==> src/rtl/mem_16nm_bist_dly.sv <==
// Fixed-depth {valid, addr, data} shift pipe aligning issued accesses with read data.
// Latency: DEPTH cycles from input to output.
// Backpressure: none; shifts every cycle, sync clear empties all stages.
module mem_16nm_bist_dly #(
    parameter int ADDR_W = 3,
    parameter int DATA_W = 64,
    parameter int DEPTH  = 1
) (
    input  logic              clk,
    input  logic              rst,
    input  logic              clr,
    input  logic              in_vld,
    input  logic [ADDR_W-1:0] in_addr,
    input  logic [DATA_W-1:0] in_dat,
    output logic              out_vld,
    output logic [ADDR_W-1:0] out_addr,
    output logic [DATA_W-1:0] out_dat
);

    typedef struct packed {
        logic              vld;
        logic [ADDR_W-1:0] addr;
        logic [DATA_W-1:0] dat;
    } ent_t;

    ent_t pipe [DEPTH];

    always_ff @(posedge clk or posedge rst) begin
        if (rst) begin
            for (int i = 0; i < DEPTH; i++) pipe[i] <= '0;
        end else if (clr) begin
            for (int i = 0; i < DEPTH; i++) pipe[i] <= '0;
        end else begin
            pipe[0] <= '{vld: in_vld, addr: in_addr, dat: in_dat};
            for (int i = 1; i < DEPTH; i++) pipe[i] <= pipe[i-1];
        end
    end

    assign out_vld  = pipe[DEPTH-1].vld;
    assign out_addr = pipe[DEPTH-1].addr;
    assign out_dat  = pipe[DEPTH-1].dat;

endmodule

==> config.mk <==
export PLATFORM = sky130hd
export DESIGN_NAME = mem_16nm_bist_dly
export DESIGN_NICKNAME = d
export VERILOG_FILES = /design/src/rtl/mem_16nm_bist_dly.sv
export SDC_FILE = /design/constraint.sdc
export NUM_CORES = 1
export LEC_CHECK = 0
export BUFFER_PORTS_ARGS = -buffer_cell sky130_fd_sc_hd__clkbuf_2
export CORE_ASPECT_RATIO = 2
export CORE_UTILIZATION = 41
export CTS_CLUSTER_DIAMETER = 60
export DETAILED_ROUTE_END_ITERATION = 10
export HOLD_SLACK_MARGIN = 0.15
export PLACE_DENSITY = 0.77
export REMOVE_ABC_BUFFERS = 1
export SYNTH_ARGS = -nofsm -noshare
export SYNTH_HDL_FRONTEND = slang
export SYNTH_SLANG_ARGS = --single-unit
==> constraint.sdc <==
create_clock -name clk -period 2.8 [get_ports clk]
set_clock_uncertainty 0.2 [all_clocks]
set_input_delay 0.56 -clock clk [delete_from_list [all_inputs] [get_ports clk]]
set_output_delay 0.56 -clock clk [all_outputs]
set_load 0.01 [all_outputs]
---- Yosys cells after proc, flatten, opt, wreduce, memory -nomap -nowiden ----
Cells that the tools add are included.
Widths: inputs -> output; s select.
cells by class
  muxes and demuxes ....................... 1
operators by type and width
  operator  count
  $mux 68   1
word-level totals
  register bits after elaboration ......... 68
  input bits .............................. 71
  output and inout bits ................... 68
  word-level logic and storage cells ...... 4

---- Depth between registers and ports, before layout ----
Gate-level depths: netlist of run 1.
  depth after elaboration ................. 1
  depth in mapped cells ................... 3
  mapped depth without buffers ............ 1

---- Least setup slack after synthesis of run 1 ----
OpenSTA, ideal clock, no wires.
  path type ............................... input to register
  from .................................... input port clr
  to ...................................... register pipe (netlist bit out_addr[0])
  setup time .............................. 0.073 ns
  arrival ................................. 0.922 ns
  required time ........................... 2.527 ns
  slack ................................... 1.605 ns
  stages .................................. 3
  path buffers ............................ 2
  cells stage by stage .................... buf_4 > buf_6 > nor2b_1
between the ends
  cells in the longest elaborated chain, start to end .. 1
ends and longest elaborated chain
  item             line  text
  start, declared  11    input logic clr,
  $mux 68          31    end else if (clr) begin
  end, declared    26    ent_t pipe [DEPTH];
No other way between the ends.

==> results of run 1 <==
==> area by class of cell <==
type | instances | area, µm² | share of cell area (%)
well taps | 58 | 72.6 | 2.31
flip-flops and latches | 68 | 1700 | 54.1
repair buffers | 141 | 741 | 23.5
inverters | 1 | 3.75 | 0.119
multi-input cells | 68 | 425 | 13.5
clock buffers | 12 | 155 | 4.93
clock inverters | 4 | 47.5 | 1.51
==> registers in the layout, indices dropped and copies added (netlist names) <==
register,flops
out_vld,1
out_dat,64
out_addr,3
==> power breakdown <==
part	switching, µW	internal (µW)	leakage [µW]	total (µW)
Sequential	12.9	1030	0.000876	1040
Combinational	99.7	97.6	0.000765	197
Clock	325	457	0.000102	782
Total	438	1590	0.00174	2020
==> per-stage QoR <==
stage / setup slack [ns] / power (µW)
global placement: 1.07 / 1260
finish: 1.10 / 2020
detailed placement: 1.02 / 1270
floorplan: 0.328 / 1140
global route: 0.966 / 2130
CTS: 1.09 / 2060
==> final timing paths <==
kind / start / endpoint / slack [ns] / cells after the start
hold / removal: in_dat[15] / out_dat[15] / 0.25 / 2
setup / recovery: rst / out_dat[0] / 1.10 / 4
min in group asynchronous: rst / out_dat[10] / 0.67 / 3
max in group clk: out_dat[29] / out_dat[29] / 1.21 / 1
==> cells by family after synthesis <==
logic type	Yosys count	synth area share, %
DFF	68	78.0
and+or+nand+nor	68	19.5
buffers and inverters	8	2.47
==> routing by layer <==
layer / routed length (µm) / GRT usage [%]
met3: 329 / 5.68
met2: 2480 / 28.9
met4: 233 / 14.7
met1: 1390 / 17.1
met5: 0 / 0
==> Yosys cell counts (all sizes together) <==
library cell / count / area (µm²)
dfrtp: 68 / 1700
nor2b: 68 / 425
buf: 7 / 50.1
inv: 1 / 3.75
==> repair_timing <==
action	4_1_cts	5_1_grt
setup buffers	0	0
hold buffers	1	0
endpoints found under the hold margin	30	0
==> out/summary.txt, run 1 <==
outcome - completed
final antenna-violating net count - 0
number of I/O port buffers - 138
type of the setup path with the least slack - in2async
areal power density over the cells - 643 mW/mm²
share of the yosys chip area belonging to registers - 78.0%
Post-Route Hold Slack - 0.252 ns
number of iterations in the first detailed-routing pass - 2
Max Transition Viols Final - 0
Syn. warnings - 0
crit-path max cell delay - 0.53 ns
Num Clock Sinks - 68
Die Span X - 53.6 µm
startpoint type of the worst setup path - input port
effective utilization at floorplan - 42.4%
largest net degree at the start of global routing - 39
final cycle utilization of the critical path - 60.6%
cell-by-cell trace of the critical path - dlygate4sd3_1 > clkbuf_2 > inv_2 > buf_12
min Tclk post-route - 1.70 ns
final global-route overflow total - 0
CTS clock-pin slew for the worst setup and hold paths - 0.07 ns
number of nets in the finished design - 360
worst vdd ir - 0.462 mV
gate count after technology mapping - 144
estimated wirelength of the detail-placed design - 3460 µm
register bit count reported by yosys - 68
Util after Layout - 61.2%
Synth cell types - 6
unrepaired setup endpoints after global routing - no
number of antenna repair diodes - 0
slowest cell on the critical path - dlygate4sd3_1
DIE AREA - 0.00563 mm²
CTS root buffer - clkbuf_8
cell area after layout - 0.00315 mm²
Critical Path Fanout Max - 38
top-level port count - 139
sort of element at the end of the critical path - async pin
maximum buffer depth of the clock tree - 2
global-route total usage across every layer - 17.8%
cts bufs inserted - 9
placeable core region - 0.00514 mm²
H-Tree Depth - 3
overall die height - 105 µm
top achievable clock speed - 0.589 GHz
worst min path class - in2reg
cell family with most CP delay - buffers and inverters
worst slew pin tran - 0.645 ns
Crit path required time - 3.11 ns
Max Cap Violations - 0
vias in the first global route - 1529
routability-driven placement congestion ratio - 0.749
data arrival time of the critical path - 2.01 ns
drc violations - 0
first-pass GRT wire length - 6890 µm
P&R area growth vs syn - 44.3%
fraction of final layout cells with drive strength greater than 1 - 53.1%
average footprint of a synthesized cell - 15.1 µm²
total wire length after detailed routing - 4430 µm
final-layout fill cell count - 432
vias per inst - 4.29
most common cell after layout, fill and taps aside - clkbuf_2
count of final hold-check violations - 0
highest-count cells in the layout ignoring fill and taps - clkbuf_2, nor2b_1, dfrtp_1
Total Negative Setup Slacks - 0 ns
CTS tree - done
area of placed instances - 0.00293 mm²
std cell rows - 37
post-synth design cell area - 0.00218 mm²
count of buffer and inverter cells on the critical path - 4
static power due to leakage - 0.00174 µW
initial DRC count - 26
placed insts - 335
non-filler cells in the finished layout - 352
number of antenna violations at the first check in global routing - 0
vias after detailed routing - 1510
post_cts resized - 0
wire length per cell after detailed routing - 12.6 µm
setup violation total in the final timing report - 0
Worst slew margin - 56.9%
No activity file was read; power rests on OpenSTA's default activity.
==> inputs of run 2 (changes only) <==
Clock period 2.8 ns to 1.6 ns, I/O delays scaled along.
==> run 2 against run 1 <==
Effect of this change: sequential share of layout area is 9.7 points lower; critical path depth down 3; clock power rose by 73%; global-route usage increased by 5.7 points; count of clock-buffer cells in the layout stayed put; largest power group unchanged.
==> out/summary.txt, run 2 (synthesis results as in run 1) <==
outcome - completed
final global-route overflow total - 0
effective utilization at floorplan - 42.4%
P&R area growth vs syn - 75.8%
final antenna-violating net count - 0
vias in the first global route - 1907
min Tclk post-route - 1.37 ns
number of flip-flops under the largest register name - 64
global-route total usage across every layer - 23.5%
DIE AREA - 0.00563 mm²
overall die height - 105 µm
wire length per cell after detailed routing - 13.8 µm
unrepaired setup endpoints after global routing - no
Num Clock Sinks - 68
cts bufs inserted - 9
highest-count cells in the layout ignoring fill and taps - clkbuf_2, dlygate4sd3_1, nor2b_1, dfrtp_1, clkbuf_8
total wire length after detailed routing - 5780 µm
Critical Path Stages - 1
cell area after layout - 0.00383 mm²
CTS clock-pin slew for the worst setup and hold paths - 0.06 ns
CTS root buffer - clkbuf_8
worst slack at placement - 0.452 ns
number of iterations in the first detailed-routing pass - 4
post_cts resized - 0
number of I/O port buffers - 138
final worst slack - 0.230 ns
startpoint type of the worst setup path - flop
crit-path max cell delay - 0.39 ns
first-pass GRT wire length - 9040 µm
Total Negative Setup Slacks - 0 ns
routability-driven placement congestion ratio - 0.750
cell family with most CP delay - flip-flops
count of buffer and inverter cells on the critical path - 1
count of final hold-check violations - 0
Critical Path Fanout Max - 1
Max Cap Violations - 0
worst min path class - in2reg
sort of element at the end of the critical path - primary output
slowest cell on the critical path - dfrtp_1
Util after Layout - 74.6%
H-Tree Depth - 3
number of antenna repair diodes - 0
placeable core region - 0.00514 mm²
vias per inst - 4.38
std cell rows - 37
worst vdd ir - 0.782 mV
final cycle utilization of the critical path - 85.6%
number of antenna violations at the first check in global routing - 0
area of placed instances - 0.00295 mm²
Die Span X - 53.6 µm
cell-by-cell trace of the critical path - clkbuf_2
vias after detailed routing - 1837
Post-Route Hold Slack - 0.249 ns
CTS tree - done
fraction of final layout cells with drive strength greater than 1 - 42.9%
Crit path required time - 1.08 ns
areal power density over the cells - 958 mW/mm²
worst slew pin tran - 0.419 ns
Worst slew margin - 72.0%
static power due to leakage - 0.00203 µW
largest net degree at the start of global routing - 69
data arrival time of the critical path - 0.85 ns
setup violation total in the final timing report - 0
worst hold path stage count - 3
most common cell after layout, fill and taps aside - clkbuf_2
drc violations - 0
initial DRC count - 56
number of nets in the finished design - 429
top-level port count - 139
type of the setup path with the least slack - reg2out
Max Transition Viols Final - 0
top achievable clock speed - 0.730 GHz
maximum buffer depth of the clock tree - 2
==> run 2: cell type report <==
cell class | instances | area, µm²
Clock buffer | 12 | 155
Clock inverter | 2 | 35.0
Fill cell | 345 | 1300
Inverter | 1 | 3.75
Multi-Input combinational cell | 68 | 425
Sequential cell | 68 | 1700
Tap cell | 58 | 72.6
Timing Repair Buffer | 210 | 1440
==> run 2: metrics by stage <==
step | power (µW) | std cells
3_5_place_dp | 2220 | 336
4_1_cts | 3720 | 419
2_1_floorplan | 1990 | 137
6_report | 3670 | 419
3_3_place_gp | 2210 | 336
5_1_grt | 3850 | 419
==> run 2: power by group <==
group / switching (µW) / internal, µW
logic: 211 / 284
clock network: 561 / 785
registers: 26.1 / 1810
==> run 2: final timing paths <==
check                            start          end  slack [ns]
max in group asynchronous          rst  out_dat[56]        0.35
worst max-delay path       out_dat[40]  out_dat[40]        0.23
worst min-delay path               clr  out_dat[36]        0.25
min in group asynchronous          rst  out_dat[62]        0.36
==> run 2: routing by layer <==
layer	track usage (%)	wire, µm
met3	8.44	338
met2	39.7	3400
met1	23.7	1870
met4	12.4	170
met5	0	0
==> run 2: repair_timing <==
| item | CTS | global route |
|---|---|---|
| hold buffers | 69 | 0 |
| hold endpoints to repair | 136 | 0 |
| buffers inserted | 0 | 0 |
| setup endpoints to repair | 0 | 0 |
==> inputs of run 3 (changes only) <==
Settings changed: PLACE_DENSITY 0.77 to default, PLACE_DENSITY_LB_ADDON from default to 0.15.
==> run 3 against run 2 <==
Effect of this change: via count fell by 1.6%; count of clock-buffer cells in the layout rose by 1; critical path depth rose by 3; final area fell by 0.82%; critical path type is now in2reg.
==> out/summary.txt, run 3 (synthesis results as in run 1) <==
type of the setup path with the least slack - in2reg
wire length per cell after detailed routing - 12.8 µm
number of antenna violations at the first check in global routing - 0
global routing met1 resource utilization - 23.2%
placed insts - 335
routability-driven placement congestion ratio - 0.743
number of iterations in the first detailed-routing pass - 2
startpoint type of the worst setup path - input port
std cell rows - 37
Die Span X - 53.6 µm
count of final hold-check violations - 0
areal power density over the cells - 924 mW/mm²
footprint of the multi-input gates - 425 µm²
cell-by-cell trace of the critical path - dlygate4sd3_1 > clkbuf_2 > buf_12 > nor2b_1
CTS root buffer - clkbuf_8
total wire length after detailed routing - 5360 µm
Num Clock Sinks - 68
worst slew pin tran - 0.338 ns
fraction of final layout cells with drive strength greater than 1 - 42.5%
CTS clock-pin slew for the worst setup and hold paths - 0.06 ns
CTS tree - done
maximum buffer depth of the clock tree - 2
H-Tree Depth - 3
sort of element at the end of the critical path - flop
outcome - completed
non-filler cells in the finished layout - 420
unrepaired setup endpoints after global routing - no
final global-route overflow total - 0
global-route total usage across every layer - 21.7%
GRT busiest layer - met2
vias per inst - 4.30
vias after detailed routing - 1807
effective utilization at floorplan - 42.4%
cts bufs inserted - 9
Worst slew margin - 77.5%
setup violation total in the final timing report - 0
post_cts resized - 0
min Tclk post-route - 1.42 ns
P&R area growth vs syn - 74.4%
Max Cap Violations - 0
first-pass GRT wire length - 8440 µm
placeable core region - 0.00514 mm²
overall die height - 105 µm
storage element area - 0.00170 mm²
number of I/O port buffers - 138
largest net degree at the start of global routing - 69
fraction of met3 tracks used by global routing - 5.97%
final worst slack - 0.178 ns
Post-Route Hold Slack - 0.405 ns
highest-count cells in the layout ignoring fill and taps - clkbuf_2, dlygate4sd3_1, nor2b_1, dfrtp_1, clkbuf_8
most common cell after layout, fill and taps aside - clkbuf_2
number of antenna repair diodes - 0
data arrival time of the critical path - 1.43 ns
static power due to leakage - 0.00202 µW
top-level port count - 139
number of flip-flops under the largest register name - 64
drc violations - 0
estimated wirelength of the detail-placed design - 3010 µm
number of nets in the finished design - 429
grt met2 use - 35.9%
crit-path max cell delay - 0.52 ns
top achievable clock speed - 0.703 GHz
post-CTS setup buffers - 0
final antenna-violating net count - 0
worst vdd ir - 0.726 mV
Critical Path Fanout Max - 63
final cycle utilization of the critical path - 88.9%
vias in the first global route - 1882
DIE AREA - 0.00563 mm²
final-layout fill cell count - 359
worst min path class - in2async
slowest cell on the critical path - dlygate4sd3_1
worst slack at placement - 0.382 ns
initial DRC count - 21
Max Transition Viols Final - 0
Crit path required time - 1.61 ns
Total Power Consumption - 3520 µW
Total Negative Setup Slacks - 0 ns
[run 3: path summary, 6_finish.rpt]
kind,startpoint,to,slack (ns),cells past startpoint
min in group clk,in_dat[5],out_dat[5],0.55,3
worst max-delay path,clr,out_dat[45],0.18,4
max in group asynchronous,rst,out_dat[5],0.53,4
worst min-delay path,rst,out_dat[21],0.40,4
[run 3: repair_timing]
action                                  in CTS  in global routing
endpoints found under the hold margin      136                  5
hold buffers                                74                  1
endpoints found under the setup margin       0                  5
[run 3: worst max-delay path: cells and delay by family]
kind	cells	cell delay (ns)
buffers and inverters	3	1.00
AND/OR/NAND/NOR	1	0.09
[run 3: layer usage]
layer  routed length (µm)  part of all wire, %
met3                  338                  6.3
met1                 1940                   36
met4                  144                  2.7
met2                 2940                   55
met5                    0                    0
[run 3: metrics by stage]
stage | area (µm²) | utilization, %
after floorplan | 2130 | -
after global placement | 2930 | 57.1
after detailed placement | 2930 | 57.1
after CTS | 3840 | 74.8
after global routing | 3800 | 74.0
final | 3800 | 74.0
[run 3: final cells by class]
class / instances / share of cell area [%]
Sequential cell: 68 / 44.7
Timing Repair Buffer: 210 / 37.6
Multi-Input combinational cell: 68 / 11.2
Clock buffer: 13 / 4.18
Tap cell: 58 / 1.91
Clock inverter: 2 / 0.263
Inverter: 1 / 0.0987
[run 3: power by group]
part	leakage [µW]	internal (µW)	switching, µW
clock	0.0000893	634	567
sequential	0.000876	1810	24.4
combinational	0.00105	281	204
